File: config.mk
export PLATFORM = sky130hd
export DESIGN_NAME = joy_serial_scan
export DESIGN_NICKNAME = d
export VERILOG_FILES = /design/src/rtl/joy_serial_scan.sv
export SDC_FILE = /design/constraint.sdc
export NUM_CORES = 1
export LEC_CHECK = 0
export CAP_MARGIN = 20
export CORE_ASPECT_RATIO = 1.2
export CORE_MARGIN = 4
export CORE_UTILIZATION = 67
export CTS_BUF_LIST = sky130_fd_sc_hd__clkbuf_16
export DETAILED_ROUTE_END_ITERATION = 6
export DONT_BUFFER_PORTS = 1
export GPL_TIMING_DRIVEN = 0
export PLACE_DENSITY = 0.93
export SLEW_MARGIN = 20
export SYNTH_ARGS = -nofsm -noshare
export SYNTH_HDL_FRONTEND = slang
export SYNTH_SLANG_ARGS = --single-unit
File: constraint.sdc
create_clock -name clk_12 -period 4 [get_ports clk_12]
set_input_delay 0.8 -clock clk_12 [delete_from_list [all_inputs] [get_ports clk_12]]
set_output_delay 0.8 -clock clk_12 [all_outputs]
set_load 0.01 [all_outputs]
File: src/rtl/joy_serial_scan.sv
// Serial joystick chain reader: divided JOY_CLK, a load slot, a settle slot, then TOTAL data slots.
// Completed frames are published atomically, optionally only once two consecutive captures agree.
module joy_serial_scan #(
    parameter int NUM_CH      = 2,
    parameter int BITS_PER_CH = 12,
    parameter int DIV         = 16,
    parameter int FILTER      = 1
) (
    input  logic                          clk_12,
    input  logic                          RESET_L,
    output logic                          joy_clk,
    output logic                          joy_load,
    input  logic                          joy_data,
    output logic [NUM_CH*BITS_PER_CH-1:0] joy_out,
    output logic                          frame_done,
    output logic                          frame_upd
);

    localparam int TOTAL = NUM_CH * BITS_PER_CH;
    localparam int FRAME = TOTAL + 2;
    localparam int DCW   = $clog2(2 * DIV);
    localparam int SW    = $clog2(FRAME);

    localparam logic [DCW-1:0] DIV_LAST  = DCW'(2 * DIV - 1);
    localparam logic [DCW-1:0] DIV_RISE  = DCW'(DIV - 1);
    localparam logic [DCW-1:0] DIV_HIGH  = DCW'(DIV);
    localparam logic [DCW-1:0] DIV_ONE   = DCW'(1);
    localparam logic [SW-1:0]  SLOT_LAST = SW'(FRAME - 1);
    localparam logic [SW-1:0]  SLOT_DATA = SW'(2);
    localparam logic [SW-1:0]  SLOT_ONE  = SW'(1);
    localparam logic [SW-1:0]  SLOT_ZERO = SW'(0);
    localparam bit             FILTER_ON = (FILTER != 32'sd0);

    logic [DCW-1:0]   div_cnt_q, div_cnt_d;
    logic [SW-1:0]    slot_q, slot_d;
    logic [TOTAL-1:0] shift_q, shift_d;
    logic [TOTAL-1:0] prev_q, prev_d;
    logic [TOTAL-1:0] joy_out_q, joy_out_d;
    logic             joy_clk_q, joy_clk_d;
    logic             joy_load_q, joy_load_d;
    logic             frame_done_q, frame_done_d;
    logic             frame_upd_q, frame_upd_d;

    logic             rise_s;
    logic [TOTAL:0]   capture_ext_s;
    logic [TOTAL-1:0] capture_s;

    // Next-state: divider, slot sequencing, serial shift and end-of-frame publish decision
    always_comb begin
        div_cnt_d     = div_cnt_q;
        slot_d        = slot_q;
        shift_d       = shift_q;
        prev_d        = prev_q;
        joy_out_d     = joy_out_q;
        frame_done_d  = 1'b0;
        frame_upd_d   = 1'b0;
        rise_s        = (div_cnt_q == DIV_RISE);
        capture_ext_s = {shift_q, joy_data};
        capture_s     = capture_ext_s[TOTAL-1:0];

        if (div_cnt_q == DIV_LAST) begin
            div_cnt_d = '0;
        end else begin
            div_cnt_d = div_cnt_q + DIV_ONE;
        end

        if (rise_s) begin
            if (slot_q == SLOT_LAST) begin
                slot_d = SLOT_ZERO;
            end else begin
                slot_d = slot_q + SLOT_ONE;
            end

            // The final data bit is folded straight into the capture so it is never lost.
            if (slot_q >= SLOT_DATA) begin
                shift_d = capture_s;
            end else begin
                shift_d = shift_q;
            end

            if (slot_q == SLOT_LAST) begin
                frame_done_d = 1'b1;
                prev_d       = capture_s;
                if (!FILTER_ON || (capture_s == prev_q)) begin
                    joy_out_d   = capture_s;
                    frame_upd_d = 1'b1;
                end else begin
                    joy_out_d   = joy_out_q;
                    frame_upd_d = 1'b0;
                end
            end else begin
                frame_done_d = 1'b0;
            end
        end else begin
            slot_d = slot_q;
        end

        joy_clk_d  = (div_cnt_d >= DIV_HIGH);
        joy_load_d = (slot_d != SLOT_ZERO);
    end

    // State and registered outputs with synchronous active-low reset
    always_ff @(posedge clk_12) begin
        if (!RESET_L) begin
            div_cnt_q    <= '0;
            slot_q       <= '0;
            shift_q      <= '1;
            prev_q       <= '1;
            joy_out_q    <= '1;
            joy_clk_q    <= 1'b0;
            joy_load_q   <= 1'b1;
            frame_done_q <= 1'b0;
            frame_upd_q  <= 1'b0;
        end else begin
            div_cnt_q    <= div_cnt_d;
            slot_q       <= slot_d;
            shift_q      <= shift_d;
            prev_q       <= prev_d;
            joy_out_q    <= joy_out_d;
            joy_clk_q    <= joy_clk_d;
            joy_load_q   <= joy_load_d;
            frame_done_q <= frame_done_d;
            frame_upd_q  <= frame_upd_d;
        end
    end

    assign joy_clk    = joy_clk_q;
    assign joy_load   = joy_load_q;
    assign joy_out    = joy_out_q;
    assign frame_done = frame_done_q;
    assign frame_upd  = frame_upd_q;

endmodule
Word level (Yosys, flattened, before mapping). Cells that the tools add are included.

Register bits: 85. Input port bits: 3. Output and inout port bits: 28. Word-level logic and storage cells: 28.

Add/subtract/negate cells: 2. $lt $le $gt $ge: 2. Eq/ne operators: 4. Mux-type cells: 5. Reduce and logical (&&, ||, !) cells: 6.

Operators by type and width (number): == test 24 bit (1); two-way mux 5 bit (3); adder 5 x 1 -> 5 bit (second input constant) (2); == test 5 bit (second input constant) (2); AND reduction 2 bit (3); AND reduction 3 bit (2); == test 5 x 4 -> 1 bit (second input constant) (1); greater-or-equal comparator 5 x 2 -> 1 bit (second input constant) (1); greater-or-equal comparator 5 bit (second input constant) (1); nonzero test 5 bit (1); two-way mux 1 bit (2).

Depth between registers and ports, before layout.
Word-level depth: 4. Mapped depth: 11. Depth with buffers taken out: 8.

Worst setup path before layout. No wires, ideal clock.

Path type: in2reg. Start point: input joy_data. End point: register joy_out_q[16] (netlist: joy_out[16]). Library setup time: 0.063 ns. Data arrival time: 1.924 ns. Data required time: 3.937 ns. Path slack: 2.013 ns. Stages on the path: 7. Path buffers: 2. Path through: xor2_1 > nor4_1 > and2_1 > buf_2 > buf_2 > nand4_1 > nand3_1.

Longest elaborated chain between the ends: 2.

Ends and longest elaborated chain: start: declaration (line 13) `input logic joy_data,`; == test 24 bit (line 84) `if (!FILTER_ON || (capture_s == prev_q)) begin`; AND reduction 3 bit (no line); end signal: assignment (line 119) `joy_out_q <= joy_out_d;`; end: declaration (line 38) `logic [TOTAL-1:0] joy_out_q, joy_out_d;`.

Every way passes these cells. A chain may end at the register's enable or synchronous reset.

Final worst setup path.
Start point: register div_cnt_q[0]. End point: register joy_out_q[2] (netlist: joy_out[2]).

Longest elaborated chain between the ends: 2.

Ends and longest elaborated chain: start: declaration (line 34) `logic [DCW-1:0] div_cnt_q, div_cnt_d;`; start signal: assignment (line 115) `div_cnt_q <= div_cnt_d;`; == test 5 x 4 -> 1 bit (line 57) `rise_s = (div_cnt_q == DIV_RISE);`; AND reduction 3 bit (no line).

Every way passes these cells.

==> impl_metrics.py <==
metrics = {
    "status": {
        "status": "completed",
    },
    "synth": {
        "synth_top_area_share_pct": 48.3,
        "synth.most_common_cell": "nand2_1",
        "ys_types": 34,
        "synth_top_flop_cell": "dfxtp_1",
        "syn_inst": 420,
        "async_reset_ff_share_pct": 0,
        "synth.net_count": 429,
        "synth_commonest_cells": "nand2_1, dfxtp_1, nand3_1",
        "syn_area_per_cell_um2": 8.29,
        "yosys_warnings": 0,
        "syn-cell-area_um2": 3480,
        "synth_largest_area_cell": "dfxtp_1",
        "synthTopCellsByArea": "dfxtp_1, nand2_1, nand3_1",
        "ys_seq_area_share_pct": 48.3,
        "synth_edf_count": 0,
        "synth_seq_cells": 84,
    },
    "clocking": {
        "clk_pin_slew_ps": 60,
        "cts_resized": 0,
        "cts_tree": "yes",
        "cts_buffers": 9,
        "cts_hold_buf": 0,
        "clk_latency_ps": 340,
        "cts_max_level": 3,
        "root_buffer": "clkbuf_16",
        "post-cts-setup-buffer-count": 0,
        "clock_sinks": 84,
        "clockBufferDepth": 2,
    },
    "global_routing": {
        "grt_pass1_vias": 3129,
        "antenna_found_initial": 0,
        "grt_max_degree": 15,
        "overflow": 0,
        "gr-max-usage-layer": "met2",
        "grtUsageTotal_pct": 29.3,
        "grt_util_met3_pct": 7.97,
        "grt_pass1_wl_um": 14700,
        "use_met2_pct": 50.6,
        "grtUsageMet1_pct": 33.6,
    },
    "detailed_routing": {
        "viasPerCell": 6.31,
        "vias": 3131,
        "drcViolationCount": 0,
        "dr.pass1.iters": 5,
        "drt_first_iter_violations": 433,
        "wl_per_cell_um": 17.5,
        "drt_wl_total_um": 8680,
        "drtAntennaViolNets": 0,
    },
    "power_and_ir_drop": {
        "internal_power_mw": 1.46,
        "power_density_nw_per_um2": 466,
        "seq_power_share_pct": 46.4,
        "power.total_mw": 1.82,
        "ir_drop_mv": 0.261,
        "p_leak_nw": 1.63,
        "pwr-share-clk_pct": 51.7,
        "switchingPower_mw": 0.361,
        "swShare_pct": 19.9,
        "combPwrFrac_pct": 2.0,
    },
    "timing": {
        "finalHoldViolations": 0,
        "setup_viol": 0,
        "rsz0062_at_grt": "false",
        "min_period_over_period_pct": 59.9,
        "slew_headroom_pct": 65.8,
        "finalClockSkew_ps": 6.50,
        "fmax_mhz": 417,
        "finalSetupTns_ps": 0,
        "fin_crit_ps": 2400,
        "slew_violations": 0,
        "worst_slew_pin_slew_ps": 513,
    },
    "final_layout": {
        "areaGrowthSynthToFinish_pct": 11.9,
        "n_fill_cell": 307,
        "regArea_um2": 1680,
        "diodes": 0,
        "fin_area_um2": 3900,
        "drive_above_1_share_pct": 6.88,
        "multiInputGateArea_um2": 1620,
        "final_util_pct": 78.3,
        "nets": 440,
        "fin_cells": 496,
    },
    "flow_run": {
        "maxCapViolCount": 0,
    },
    "floorplan": {
        "core_um2": 4970,
        "dieArea_um2": 6420,
        "die_y_um": 87.0,
        "num_io_pins": 31,
        "die_x_um": 73.8,
        "initial_utilization_pct": 70.0,
        "rows": 28,
    },
    "placed_design": {
        "io_buffers": 0,
        "dp.cells": 480,
        "post-dp-hpwl_um": 5600,
        "gp_congestion": 0.890,
        "dpl_cell_area_um2": 3560,
    },
    "setup_path": {
        "crit_arrival_ps": 2580,
        "start_kind": "register",
        "ff2ff_setup_slack_ps": 1600,
        "critPathKind": "register to register",
        "cp_max_fo": 10,
        "cp.required_ps": 4180,
        "endpoint_kind": "register",
    },
    "hold_path": {
        "hold_path_class": "register to register",
    },
}
[sequential cells by signal, indices dropped and copies added (netlist names)]
signal,count
joy_out,24
frame_done,1
slot_q,5
joy_load,1
prev_q,24
div_cnt_q,5
frame_upd,1
shift_q,23
[cell families (layout without fill, tap and decap cells)]
logic type,count (synthesis),count (layout),share of synthesized area (%)
buf+inv,37,53,5.28
xor+xnor,28,28,7.04
flops,84,84,48.3
mux,1,1,0.287
compound gates,34,34,5.28
fa+ha+maj,6,6,2.16
simple gates,230,230,31.7
[power by group through the flow]
stage	combinational [mW]	sequential [mW]	clock, mW
final	0.0355	0.842	0.938
after global routing	0.0385	0.842	0.973
after CTS	0.0349	0.842	0.933
after detailed placement	0.0329	0.861	0
after global placement	0.0314	0.860	0
after floorplan	0.0234	0.860	0
[metrics by stage]
step,hold slack [ps],worst slack [ps]
after floorplan,418,2010
after global placement,428,1720
after detailed placement,475,1670
after CTS,484,1630
after global routing,502,1430
final,482,1600
[per-layer routing]
metal  share of wire, %  vias up
met4                2.7        0
met1                 40     1492
met3                6.5       33
met2                 51      149
met5                  0        -
li1                   -     1457
[worst max-delay path: stages (launching register included)]
cell and delay [ps]:
dfxtp_1 380, ha_1 220, and3_1 210, ha_1 280, and2_1 180, buf_6 130, nand4_2 180, clkbuf_1 270
o21ai_0 260, nand3_1 120
[cell type report]
cell class | instances | share of cell area, %
sequential | 84 | 43.1
multi-input combinational | 299 | 41.5
clock buffer | 9 | 5.78
inverter | 5 | 0.482
tap | 60 | 1.93
buffer | 32 | 4.24
clock inverter | 7 | 2.95
[placed cells by master, fill, tap and decap left out, types with 2 or more instances in the layout]
cell,n
nand2_1,98
dfxtp_1,84
nand3_1,73
xor2_1,27
nand4_1,26
clkbuf_1,20
o21ai_0,16
nor2_1,13
o21ai_1,11
clkbuf_16,9
buf_2,6
ha_1,6
inv_1,5
nor4_1,5
buf_6,4
and2_1,3
bufinv_16,3
and3_1,2
buf_4,2
o21a_1,2
a21oi_1,2
[worst paths after layout]
kind,start,end,depth (start not counted)
worst max-delay path,div_cnt_q[0],joy_out[2],9
worst max register to register,div_cnt_q[0],joy_out[2],9
worst min-delay path,prev_q[0],prev_q[0],2
worst min register to register,prev_q[0],prev_q[0],2
No activity file was read; power rests on OpenSTA's default activity.
